===== config.mk =====
export PLATFORM = sky130hd
export DESIGN_NAME = pal_cfg_loader
export DESIGN_NICKNAME = d
export VERILOG_FILES = /design/src/rtl/pal_pkg.sv /design/src/rtl/pal_cfg_tick.sv /design/src/rtl/pal_cfg_loader.sv
export SDC_FILE = /design/constraint.sdc
export NUM_CORES = 1
export LEC_CHECK = 0
export ABC_AREA = 0
export CORE_ASPECT_RATIO = 0.6
export CORE_MARGIN = 1
export CORE_UTILIZATION = 35
export DETAILED_ROUTE_END_ITERATION = 8
export SLEW_MARGIN = 40
export SYNTH_ARGS = -nofsm -noshare
export SYNTH_HDL_FRONTEND = slang
export SYNTH_SLANG_ARGS = --single-unit

===== constraint.sdc =====
create_clock -name CLK -period 2.77 [get_ports CLK]
set_input_delay 0.277 -clock CLK [delete_from_list [all_inputs] [get_ports CLK]]
set_output_delay 0.277 -clock CLK [all_outputs]
set_load 0.02 [all_outputs]

===== src/rtl/pal_pkg.sv =====
// Shared definitions for the PAL array and its configuration loaders:
// loader FSM state encoding and the bitstream length helper.
package pal_pkg;

  typedef enum logic [1:0] {
    ST_IDLE = 2'd0,
    ST_LOW  = 2'd1,
    ST_HIGH = 2'd2,
    ST_FIN  = 2'd3
  } pal_cfg_state_e;

  // AND-plane (2 literals per input per product) plus OR-plane bits.
  function automatic int pal_bs_len(input int n, input int m, input int p);
    return 2 * n * p + p * m;
  endfunction

endpackage


===== src/rtl/pal_cfg_tick.sv =====
// Phase counter for the PAL config clock: emits a one-cycle tick every DIV
// enabled cycles; clear restarts the phase from zero.
module pal_cfg_tick #(
  parameter int DIV = 1
) (
  input  logic clk,
  input  logic rst_n,
  input  logic en,
  input  logic clr,
  output logic tick
);

  localparam int PH_W = (DIV < 1) ? 1 : $clog2(DIV + 1);

  logic [PH_W-1:0] phase_reg;

  // Tick is decoded from the registered phase so the FSM advances on the
  // last cycle of each phase.
  assign tick = en && (phase_reg == PH_W'(DIV - 1));

  always_ff @(posedge clk) begin
    if (!rst_n) begin
      phase_reg <= '0;
    end else if (clr) begin
      phase_reg <= '0;
    end else if (en) begin
      if (tick) begin
        phase_reg <= '0;
      end else begin
        phase_reg <= phase_reg + PH_W'(1);
      end
    end
  end

endmodule


===== src/rtl/pal_cfg_loader.sv =====
// Serial configuration loader for the PAL array: shifts a parallel bitstream
// into CFG, LSB first, one bit per generated PAL_CLK pulse.
// Optional PARITY output enabled by defining PAL_CFG_PARITY_EN.
module pal_cfg_loader
  import pal_pkg::*;
#(
  parameter int  N      = 4,
  parameter int  M      = 1,
  parameter int  P      = 3,
  parameter int  DIV    = 1,
  localparam int BS_LEN = pal_bs_len(N, M, P)
) (
  input  logic              CLK,
  input  logic              RST_N,
  input  logic              START,
  input  logic              ABORT,
  input  logic [BS_LEN-1:0] BITSTREAM,
  output logic              BUSY,
  output logic              DONE,
  output logic              PAL_CLK,
`ifdef PAL_CFG_PARITY_EN
  output logic              PAL_CFG,
  output logic              PARITY
`else
  output logic              PAL_CFG
`endif
);

  localparam int CNT_W = $clog2(BS_LEN + 1);

  pal_cfg_state_e    state_reg;
  logic [BS_LEN-1:0] shift_reg;
  logic [CNT_W-1:0]  bit_cnt_reg;
  logic              busy_reg;
  logic              done_reg;
  logic              pal_clk_reg;
  logic              pal_cfg_reg;
`ifdef PAL_CFG_PARITY_EN
  logic              parity_reg;
`endif

  logic loading;
  logic tick_en;
  logic tick_clr;
  logic tick;
  logic last_bit;

  assign loading  = (state_reg == ST_LOW) || (state_reg == ST_HIGH);
  assign tick_en  = loading && !ABORT;
  assign tick_clr = !loading || ABORT;
  assign last_bit = (bit_cnt_reg == CNT_W'(BS_LEN - 1));

  pal_cfg_tick #(
    .DIV (DIV)
  ) u_tick (
    .clk   (CLK),
    .rst_n (RST_N),
    .en    (tick_en),
    .clr   (tick_clr),
    .tick  (tick)
  );

  always_ff @(posedge CLK) begin
    if (!RST_N) begin
      state_reg   <= ST_IDLE;
      shift_reg   <= '0;
      bit_cnt_reg <= '0;
      busy_reg    <= 1'b0;
      done_reg    <= 1'b0;
      pal_clk_reg <= 1'b0;
      pal_cfg_reg <= 1'b0;
`ifdef PAL_CFG_PARITY_EN
      parity_reg  <= 1'b0;
`endif
    end else begin
      case (state_reg)
        ST_IDLE: begin
          done_reg    <= 1'b0;
          pal_clk_reg <= 1'b0;
          if (START) begin
            shift_reg   <= BITSTREAM;
            bit_cnt_reg <= '0;
            busy_reg    <= 1'b1;
            pal_cfg_reg <= BITSTREAM[0];
            state_reg   <= ST_LOW;
`ifdef PAL_CFG_PARITY_EN
            parity_reg  <= 1'b0;
`endif
          end else begin
            busy_reg    <= 1'b0;
            pal_cfg_reg <= 1'b0;
          end
        end

        ST_LOW: begin
          if (ABORT) begin
            busy_reg    <= 1'b0;
            pal_clk_reg <= 1'b0;
            pal_cfg_reg <= 1'b0;
            state_reg   <= ST_IDLE;
          end else if (tick) begin
            pal_clk_reg <= 1'b1;
            state_reg   <= ST_HIGH;
          end
        end

        ST_HIGH: begin
          if (ABORT) begin
            // The rising edge already happened, so this bit is in the PAL.
`ifdef PAL_CFG_PARITY_EN
            parity_reg  <= parity_reg ^ shift_reg[0];
`endif
            busy_reg    <= 1'b0;
            pal_clk_reg <= 1'b0;
            pal_cfg_reg <= 1'b0;
            state_reg   <= ST_IDLE;
          end else if (tick) begin
            shift_reg   <= {1'b0, shift_reg[BS_LEN-1:1]};
            bit_cnt_reg <= bit_cnt_reg + CNT_W'(1);
            pal_clk_reg <= 1'b0;
`ifdef PAL_CFG_PARITY_EN
            parity_reg  <= parity_reg ^ shift_reg[0];
`endif
            if (last_bit) begin
              busy_reg    <= 1'b0;
              done_reg    <= 1'b1;
              pal_cfg_reg <= 1'b0;
              state_reg   <= ST_FIN;
            end else begin
              pal_cfg_reg <= shift_reg[1];
              state_reg   <= ST_LOW;
            end
          end
        end

        ST_FIN: begin
          done_reg    <= 1'b0;
          busy_reg    <= 1'b0;
          pal_clk_reg <= 1'b0;
          pal_cfg_reg <= 1'b0;
          state_reg   <= ST_IDLE;
        end

        default: begin
          busy_reg    <= 1'b0;
          done_reg    <= 1'b0;
          pal_clk_reg <= 1'b0;
          pal_cfg_reg <= 1'b0;
          state_reg   <= ST_IDLE;
        end
      endcase
    end
  end

  assign BUSY    = busy_reg;
  assign DONE    = done_reg;
  assign PAL_CLK = pal_clk_reg;
  assign PAL_CFG = pal_cfg_reg;
`ifdef PAL_CFG_PARITY_EN
  assign PARITY  = parity_reg;
`endif

endmodule

==> impl_table.tex, run 1 <==
\begin{tabular}{lr}
\hline
Metric & Value \\
\hline
\multicolumn{2}{l}{\textbf{Global route}} \\
\quad Initial antenna violation count & 0 \\
\quad Largest net degree at the start of global routing & 29 \\
\quad Aggregate global routing overflow & 0 \\
\quad Via count of the first global-routing pass & $\sim$1400 \\
\quad Total global routing track utilization & 0.158 \\
\quad Global-route wire length before repair & about 7000 µm \\
\multicolumn{2}{l}{\textbf{Route}} \\
\quad DRT antenna net count & 0 \\
\quad First-pass DRT Iterations & 6 \\
\quad Mean routed wirelength per cell & around 13 µm \\
\quad Number of remaining DRC errors & 8 \\
\quad Overall via count from detail\_route & between 1500 and 2000 \\
\quad DRC marker count from the first detailed-route iteration & a little over 80 \\
\quad Drt via density & 4.93 \\
\quad Overall routed net length & between 4000 and 5000 µm \\
\multicolumn{2}{l}{\textbf{Place}} \\
\quad Detailed placement HPWL & about 3100 µm \\
\quad Area after DPL & roughly 0.0023 mm² \\
\quad Dpl cells & about 320 \\
\quad Worst setup timing slack at the placement stage & about 0.42 ns \\
\quad Number of port buffers & 34 \\
\quad GPL Wtd Cong & around 0.79 \\
\multicolumn{2}{l}{\textbf{Synth}} \\
\quad Net count after synthesis & approximately 270 \\
\quad Post-Synthesis Cell Area & approximately 0.0019 mm² \\
\quad Flip-flop cell with the highest count after synthesis & sky130\_fd\_sc\_hd\_\_dfxtp\_1 \\
\quad Cell types occupying the most area after synthesis & sky130\_fd\_sc\_hd\_\_dfxtp\_1 (40\%), sky130\_fd\_sc\_hd\_\_o221a\_2 (13\%), sky130\_fd\_sc\_hd\_\_a21oi\_1 (8.9\%) \\
\quad Count of different cell masters after synthesis & 35 \\
\quad Largest area contributor in the synthesized netlist & sky130\_fd\_sc\_hd\_\_dfxtp\_1 \\
\quad Number of synthesized flops with an enable pin & 0 \\
\quad Number of warnings issued by yosys & 0 \\
\quad Synth Register Bits & 38 \\
\quad Top-area cell type share of the netlist area & 0.396 \\
\quad Asr flop ratio synth & 0 \\
\quad Most common cell in the netlist & sky130\_fd\_sc\_hd\_\_dfxtp\_1 \\
\quad List of most frequent post-synthesis cells & sky130\_fd\_sc\_hd\_\_dfxtp\_1 (38), sky130\_fd\_sc\_hd\_\_nor2\_1 (35), sky130\_fd\_sc\_hd\_\_a21oi\_1 (34) \\
\quad Post-synthesis instance total & 230 \\
\quad Avg Inst Size Synth & $\sim$8.4 µm² \\
\quad Sequential area share after synthesis & 0.396 \\
\multicolumn{2}{l}{\textbf{Worst setup path}} \\
\quad Critical Path Fanout Max & 16 \\
\quad Capturing point of the worst reg2reg path & shift\_reg[18] \\
\quad Reg-to-Reg Start & state\_reg[0] \\
\quad Number of buffer and inverter instances along the worst setup path & 2 \\
\quad Worst Path Required & 2.95 ns \\
\quad Worst path arrival time & 2.45 ns \\
\quad Minimum setup slack among reg-to-reg paths & approximately 0.50 ns \\
\quad Crit path max-delay cell type & sky130\_fd\_sc\_hd\_\_or3b\_1 \\
\quad Critical path class & reg2reg \\
\quad Capture point of the worst path & shift\_reg[18] \\
\quad Endpoint kind of the worst setup timing path & flip-flop \\
\quad Crit path launch & state\_reg[0] \\
\quad Number of cell instances on the worst register-to-register path & 6 \\
\quad Logic depth of the worst setup path including buffers & 6 \\
\quad Biggest cell delay along the critical path & 0.48 ns \\
\quad Launching element type of the critical path & flip-flop \\
\quad Cell class contributing the biggest share of worst-path delay & compound AO/OA/AOI/OAI gates \\
\quad Cell Chain, Critical Path & inv\_1 > ha\_1 > or3b\_1 > a21o\_1 > buf\_4 > o221a\_2 \\
\multicolumn{2}{l}{\textbf{Power}} \\
\quad Switching share of power & 0.265 \\
\quad Clock share of power & 0.367 \\
\quad Max VDD drop & about 230 µV \\
\quad Leakage power & roughly 0.95 nW \\
\quad Comb power frac & 0.213 \\
\quad Sw power & 410 µW \\
\quad Overall Power & approximately 1.5 mW \\
\quad Fraction of power consumed by sequential logic & 0.419 \\
\quad Int Power & roughly 1.1 mW \\
\quad Areal power density over the cells & roughly 630 mW/mm² \\
\multicolumn{2}{l}{\textbf{Floorplan}} \\
\quad Placement row count & 20 \\
\quad Initial core utilization & 0.371 \\
\quad Core footprint & just over 0.005 mm² \\
\quad Die Width & roughly 98 µm \\
\quad Vert. Die Dim & roughly 59 µm \\
\quad Total Die Area & 0.00580 mm² \\
\quad I/O pins & 35 \\
\multicolumn{2}{l}{\textbf{Cells and area}} \\
\quad Total inserted antenna cells & 0 \\
\quad Post-route cell area & between 0.002 and 0.0025 mm² \\
\quad Net count of the finished layout & 297 \\
\quad Synthesis-to-layout area growth & 27.9\% \\
\quad Flip-flop count of the largest register after layout & 26 \\
\quad Share of final-layout standard cells stronger than drive strength 1 & 0.157 \\
\quad Final Non-Filler Cells & roughly 330 \\
\quad Fin util & 0.474 \\
\multicolumn{2}{l}{\textbf{Clocking}} \\
\quad H-tree depth & 2 \\
\quad Clock root cell & sky130\_fd\_sc\_hd\_\_clkbuf\_8 \\
\quad Count of clock tree sinks & 38 \\
\quad Clock transition at the registers of the reported paths & about 0.070 ns \\
\quad CTS tree & done \\
\quad Cts bufs inserted & 5 \\
\quad Maximum clock path buffer count & 2 \\
\quad Clk Latency, worst-skew pair & around 0.3 ns \\
\quad CTS hold repair buffers & 0 \\
\quad Post-CTS setup-driven buffer insertion count & 0 \\
\quad Total of cells resized after clock tree synthesis & 0 \\
\multicolumn{2}{l}{\textbf{Timing}} \\
\quad Hold Violations, Final & 0 \\
\quad Setup TNS after final layout & 0 ns \\
\quad Worst-case setup margin in the final layout & roughly 0.50 ns \\
\quad Part of the cycle the worst path needs & 0.819 \\
\quad Worst-case hold slack & around 0.50 ns \\
\quad Unrepaired setup endpoints after global routing & false \\
\quad Slew margin rel. & 0.626 \\
\quad Achievable Freq & between 400 and 500 MHz \\
\quad Worst-Margin Slew & about 0.56 ns \\
\quad Number of slew-limit violations in the final report & 0 \\
\quad Total of endpoints with negative setup slack in the final report & 0 \\
\quad Final worst path period need & approximately 2.3 ns \\
\quad Setup skew after layout & about 0.016 ns \\
\multicolumn{2}{l}{\textbf{Outcome}} \\
\quad Run status & finished with violations \\
\quad Failing checks & DRC \\
\multicolumn{2}{l}{\textbf{Min path}} \\
\quad Hold Crit Class & reg2reg \\
\multicolumn{2}{l}{\textbf{Job}} \\
\quad Max-Cap Viols & 0 \\
\hline
\end{tabular}
## layout by cell type (no fill, tap or decap)
master	netlist	routed
sky130_fd_sc_hd__dfxtp_1	38	38
sky130_fd_sc_hd__nand4b_1	2	2
sky130_fd_sc_hd__or3_1	1	1
sky130_fd_sc_hd__nand3b_1	1	1
sky130_fd_sc_hd__a31oi_1	1	1
sky130_fd_sc_hd__clkdlybuf4s50_1	0	34
sky130_fd_sc_hd__a21o_1	1	1
sky130_fd_sc_hd__xnor2_1	2	2
sky130_fd_sc_hd__and2b_1	1	1
sky130_fd_sc_hd__o221a_1	3	3
sky130_fd_sc_hd__o2111ai_1	2	2
sky130_fd_sc_hd__nor3_1	1	1
sky130_fd_sc_hd__o22ai_1	1	1
sky130_fd_sc_hd__nor2_1	35	35
sky130_fd_sc_hd__ha_1	6	6
sky130_fd_sc_hd__buf_4	1	8
sky130_fd_sc_hd__o31ai_1	1	1
sky130_fd_sc_hd__a21boi_0	1	1
sky130_fd_sc_hd__and4b_1	1	1
sky130_fd_sc_hd__conb_1	1	1
sky130_fd_sc_hd__or4b_2	1	1
sky130_fd_sc_hd__bufinv_16	0	2
sky130_fd_sc_hd__a211oi_4	1	1
sky130_fd_sc_hd__nor2b_1	3	3
sky130_fd_sc_hd__o221a_2	23	23
sky130_fd_sc_hd__a21oi_1	34	34
sky130_fd_sc_hd__nand2b_1	4	4
sky130_fd_sc_hd__nand2_1	3	3
sky130_fd_sc_hd__a211oi_1	4	4
sky130_fd_sc_hd__o21ai_0	6	6
sky130_fd_sc_hd__nand3_1	4	4
sky130_fd_sc_hd__clkinv_4	0	1
sky130_fd_sc_hd__or3b_1	1	1
sky130_fd_sc_hd__inv_1	28	28
sky130_fd_sc_hd__clkbuf_8	0	5
## layout make-up
cell class,instances,area [µm²]
clock buffers,5,68.8
well taps,66,82.6
flip-flops and latches,38,761
clock inverters,3,68.8
inverters,28,105
fillers,528,2720
repair buffers,42,400
multi-input cells,145,971
## power groups by stage
stage               clock network, mW  logic (mW)  registers, mW
floorplan                           0       0.229          0.653
global placement                    0       0.329          0.658
detailed placement                  0       0.331          0.659
CTS                             0.578       0.332          0.648
global route                    0.608       0.368          0.657
finish                          0.568       0.330          0.648
## routing by layer
layer / vias up / global-route usage / routed length (µm)
met2: 31 / 0.208 / 1570
met4: 0 / 0.0390 / 14
met5: - / 0 / 0
li1: 863 / - / -
met3: 2 / 0.0472 / 233
met1: 717 / 0.242 / 2530
## logic make-up (layout without fill, tap and decap cells)
| logic type | Yosys count | in the layout | synth area share |
|---|---|---|---|
| AOI/OAI and AO/OA | 78 | 78 | 0.310 |
| xor gates and xnor gates | 2 | 2 | 0.00912 |
| adders and majority gates | 6 | 6 | 0.0391 |
| buffers and inverters | 47 | 78 | 0.0990 |
| DFF | 38 | 38 | 0.396 |
| other | 1 | 1 | 0.00195 |
| and+or+nand+nor | 58 | 58 | 0.145 |
## worst min-delay path by stage
| stage | cells after the start | start | to |
|---|---|---|---|
| finish | 2 | DONE | DONE |
| global route | 2 | state_reg[1] | state_reg[1] |
| CTS | 2 | state_reg[1] | state_reg[1] |
| detailed placement | 2 | DONE | DONE |
| global placement | 2 | state_reg[1] | state_reg[1] |
| floorplan | 2 | state_reg[1] | state_reg[1] |
## tightest hold or removal path, cell delays in order (launching register included)
cell	delay [ns]
sky130_fd_sc_hd__dfxtp_1	0.31
sky130_fd_sc_hd__o21ai_0	0.06
sky130_fd_sc_hd__a21boi_0	0.08
Note: power is estimated with default switching activity, not from simulation.
==> run 2: changes to the inputs <==
==> constraint.sdc (replaced) <==
create_clock -name CLK -period 2.3 [get_ports CLK]
set_input_delay 0.23 -clock CLK [delete_from_list [all_inputs] [get_ports CLK]]
set_output_delay 0.23 -clock CLK [all_outputs]
set_load 0.02 [all_outputs]
==> run 2 against run 1 <==
Net effect: critical path type unchanged; register-to-register slack worse by 0.38 ns; flip-flop and latch count is the same; fmax increased by 4.1%; critical path depth unchanged; clock skew decreased by 0.0046 ns; sequential share of layout area is 0.23 points lower; via count increased by 3.2%; die area unchanged; sequential power grew 20%; routed wire length rose by 4.4%; the run still ends with DRC left; global-route usage rose by 0.71 points.
==> impl_table.tex, run 2 (synthesized netlist as in run 1, its figures left out) <==
\begin{tabular}{lr}
\hline
Metric & Value \\
\hline
\multicolumn{2}{l}{\textbf{Timing}} \\
\quad Number of slew-limit violations in the final report & 0 \\
\quad Setup skew after layout & 0.0113 ns \\
\quad Final worst path period need & $\sim$2.2 ns \\
\quad Worst-Margin Slew & about 0.61 ns \\
\quad Worst-case hold slack & $\sim$0.50 ns \\
\quad Hold Violations, Final & 0 \\
\quad Setup TNS after final layout & 0 ns \\
\quad Slew margin rel. & 0.592 \\
\quad Achievable Freq & between 400 and 500 MHz \\
\quad Total of endpoints with negative setup slack in the final report & 0 \\
\quad Unrepaired setup endpoints after global routing & false \\
\quad Part of the cycle the worst path needs & 0.947 \\
\multicolumn{2}{l}{\textbf{Floorplan}} \\
\quad Initial core utilization & 0.371 \\
\quad I/O pins & 35 \\
\quad Vert. Die Dim & 59.4 µm \\
\quad Die Width & 97.7 µm \\
\quad Core footprint & about 0.0052 mm² \\
\quad Total Die Area & 0.00580 mm² \\
\quad Placement row count & 20 \\
\multicolumn{2}{l}{\textbf{Global route}} \\
\quad Total global routing track utilization & 0.165 \\
\quad Initial antenna violation count & 0 \\
\quad Global-route wire length before repair & around 7400 µm \\
\quad Aggregate global routing overflow & 0 \\
\quad Largest net degree at the start of global routing & 35 \\
\quad Via count of the first global-routing pass & 1487 \\
\multicolumn{2}{l}{\textbf{Cells and area}} \\
\quad Most common cell after layout, fill and taps aside & sky130\_fd\_sc\_hd\_\_dfxtp\_1 \\
\quad Share of final-layout standard cells stronger than drive strength 1 & 0.170 \\
\quad Synthesis-to-layout area growth & 28.8\% \\
\quad Net count of the finished layout & 301 \\
\quad Final Non-Filler Cells & around 330 \\
\quad Most frequent cells in the layout & sky130\_fd\_sc\_hd\_\_dfxtp\_1 (38), sky130\_fd\_sc\_hd\_\_nor2\_1 (35), sky130\_fd\_sc\_hd\_\_a21oi\_1 (34), sky130\_fd\_sc\_hd\_\_clkdlybuf4s50\_1 (34), sky130\_fd\_sc\_hd\_\_inv\_1 (28) \\
\quad Fin util & 0.478 \\
\quad Flip-flop count of the largest register after layout & 26 \\
\quad Total inserted antenna cells & 0 \\
\multicolumn{2}{l}{\textbf{Route}} \\
\quad Overall via count from detail\_route & about 1700 \\
\quad DRC marker count from the first detailed-route iteration & 72 \\
\quad Drt via density & $\sim$5.0 \\
\quad Mean routed wirelength per cell & 13.7 µm \\
\quad Number of remaining DRC errors & 8 \\
\quad Overall routed net length & around 4500 µm \\
\quad DRT antenna net count & 0 \\
\quad First-pass DRT Iterations & 6 \\
\multicolumn{2}{l}{\textbf{Outcome}} \\
\quad Run status & finished with violations \\
\quad Failing checks & DRC \\
\multicolumn{2}{l}{\textbf{Min path}} \\
\quad Hold Crit Class & reg2reg \\
\multicolumn{2}{l}{\textbf{Power}} \\
\quad Sw power & 490 µW \\
\quad Comb power frac & 0.238 \\
\quad Leakage power & $\sim$0.96 nW \\
\quad Areal power density over the cells & between 700 and 800 mW/mm² \\
\quad Max VDD drop & between 300 and 400 µV \\
\quad Overall Power & between 1.5 and 2 mW \\
\quad Clock share of power & 0.319 \\
\quad Fraction of power consumed by sequential logic & 0.443 \\
\quad Switching share of power & 0.278 \\
\quad Int Power & 1.27 mW \\
\multicolumn{2}{l}{\textbf{Clocking}} \\
\quad Clock transition at the registers of the reported paths & $\sim$0.08 ns \\
\quad H-tree depth & 2 \\
\quad Maximum clock path buffer count & 2 \\
\quad Cts bufs inserted & 5 \\
\quad Post-CTS setup-driven buffer insertion count & 0 \\
\quad Clk Latency, worst-skew pair & between 0.2 and 0.3 ns \\
\quad Clock root cell & sky130\_fd\_sc\_hd\_\_clkbuf\_8 \\
\quad Total of cells resized after clock tree synthesis & 0 \\
\quad CTS hold repair buffers & 0 \\
\quad CTS tree & done \\
\quad Count of clock tree sinks & 38 \\
\multicolumn{2}{l}{\textbf{Worst setup path}} \\
\quad Endpoint kind of the worst setup timing path & flip-flop \\
\quad Critical path class & reg2reg \\
\quad Worst path arrival time & 2.41 ns \\
\quad Launching element type of the critical path & flip-flop \\
\quad Worst Path Required & around 2.5 ns \\
\quad Critical Path Fanout Max & 22 \\
\multicolumn{2}{l}{\textbf{Place}} \\
\quad GPL Wtd Cong & 0.860 \\
\quad Detailed placement HPWL & around 3100 µm \\
\quad Number of port buffers & 34 \\
\quad Dpl cells & between 300 and 400 \\
\multicolumn{2}{l}{\textbf{Job}} \\
\quad Max-Cap Viols & 0 \\
\hline
\end{tabular}
-- run 2: cell count changes in the layout (fill, tap and decap cells not counted), sizes merged --
| cell | previous run | this run |
|---|---|---|
| clkinvlp | 0 | 2 |
| buf | 8 | 12 |
| clkinv | 1 | 0 |
| bufinv | 2 | 1 |
-- run 2: critical path, cell delays in order (launching register included) --
cell and delay (ns):
sky130_fd_sc_hd__dfxtp_1 0.37, sky130_fd_sc_hd__inv_1 0.09, sky130_fd_sc_hd__ha_1 0.32, sky130_fd_sc_hd__or3b_1 0.48, sky130_fd_sc_hd__a211oi_4 0.45, sky130_fd_sc_hd__buf_12 0.22
sky130_fd_sc_hd__o221a_2 0.19
-- run 2: routing by layer --
metal / global-route usage / share of wire / up-vias
met2: 0.217 / 0.38 / 34
met4: 0.0195 / 0.0022 / 0
met1: 0.253 / 0.56 / 757
met5: 0 / 0 / -
li1: - / - / 872
met3: 0.0613 / 0.059 / 2
-- run 2: final cells by class --
cell class | count | area [µm²]
fillers | 527 | 2700
flip-flops and latches | 38 | 761
well taps | 66 | 82.6
inverters | 28 | 105
clock inverters | 3 | 45.0
clock buffers | 5 | 68.8
repair buffers | 46 | 443
multi-input cells | 145 | 971
-- run 2: per-stage QoR --
| stage | setup slack, ns | area (µm²) |
|---|---|---|
| 5_1_grt | 0.0154 | 2480 |
| 3_5_place_dp | 0.145 | 2360 |
| 4_1_cts | 0.127 | 2480 |
| 6_report | 0.122 | 2480 |
| 2_1_floorplan | 0.274 | 1920 |
| 3_3_place_gp | 0.248 | 2360 |
-- run 2: power by group through the flow --
stage | combinational [mW] | sequential [mW] | clock [mW]
6_report | 0.420 | 0.779 | 0.561
3_3_place_gp | 0.414 | 0.792 | 0
3_5_place_dp | 0.420 | 0.793 | 0
4_1_cts | 0.423 | 0.778 | 0.573
5_1_grt | 0.463 | 0.790 | 0.620
2_1_floorplan | 0.276 | 0.787 | 0
-- run 2: path summary, 6_finish.rpt --
check                           slack, ns       endpoint    startpoint  depth (start not counted)
worst max-delay path                 0.12  shift_reg[22]  state_reg[1]                          6
worst min-delay path                 0.50           BUSY          BUSY                          2
worst max register to register       0.12  shift_reg[22]  state_reg[1]                          6
worst min register to register       0.50           BUSY          BUSY                          2
==> run 3: changes to the inputs <==
--- a/config.mk
+++ b/config.mk
@@ -10,6 +10,7 @@
 export CORE_MARGIN = 1
 export CORE_UTILIZATION = 35
 export DETAILED_ROUTE_END_ITERATION = 8
+export HOLD_SLACK_MARGIN = 0.1
 export SLEW_MARGIN = 40
 export SYNTH_ARGS = -nofsm -noshare
 export SYNTH_HDL_FRONTEND = slang
==> results of run 3 <==
The final DEF is identical to that of run 2; final timing and power are the same.
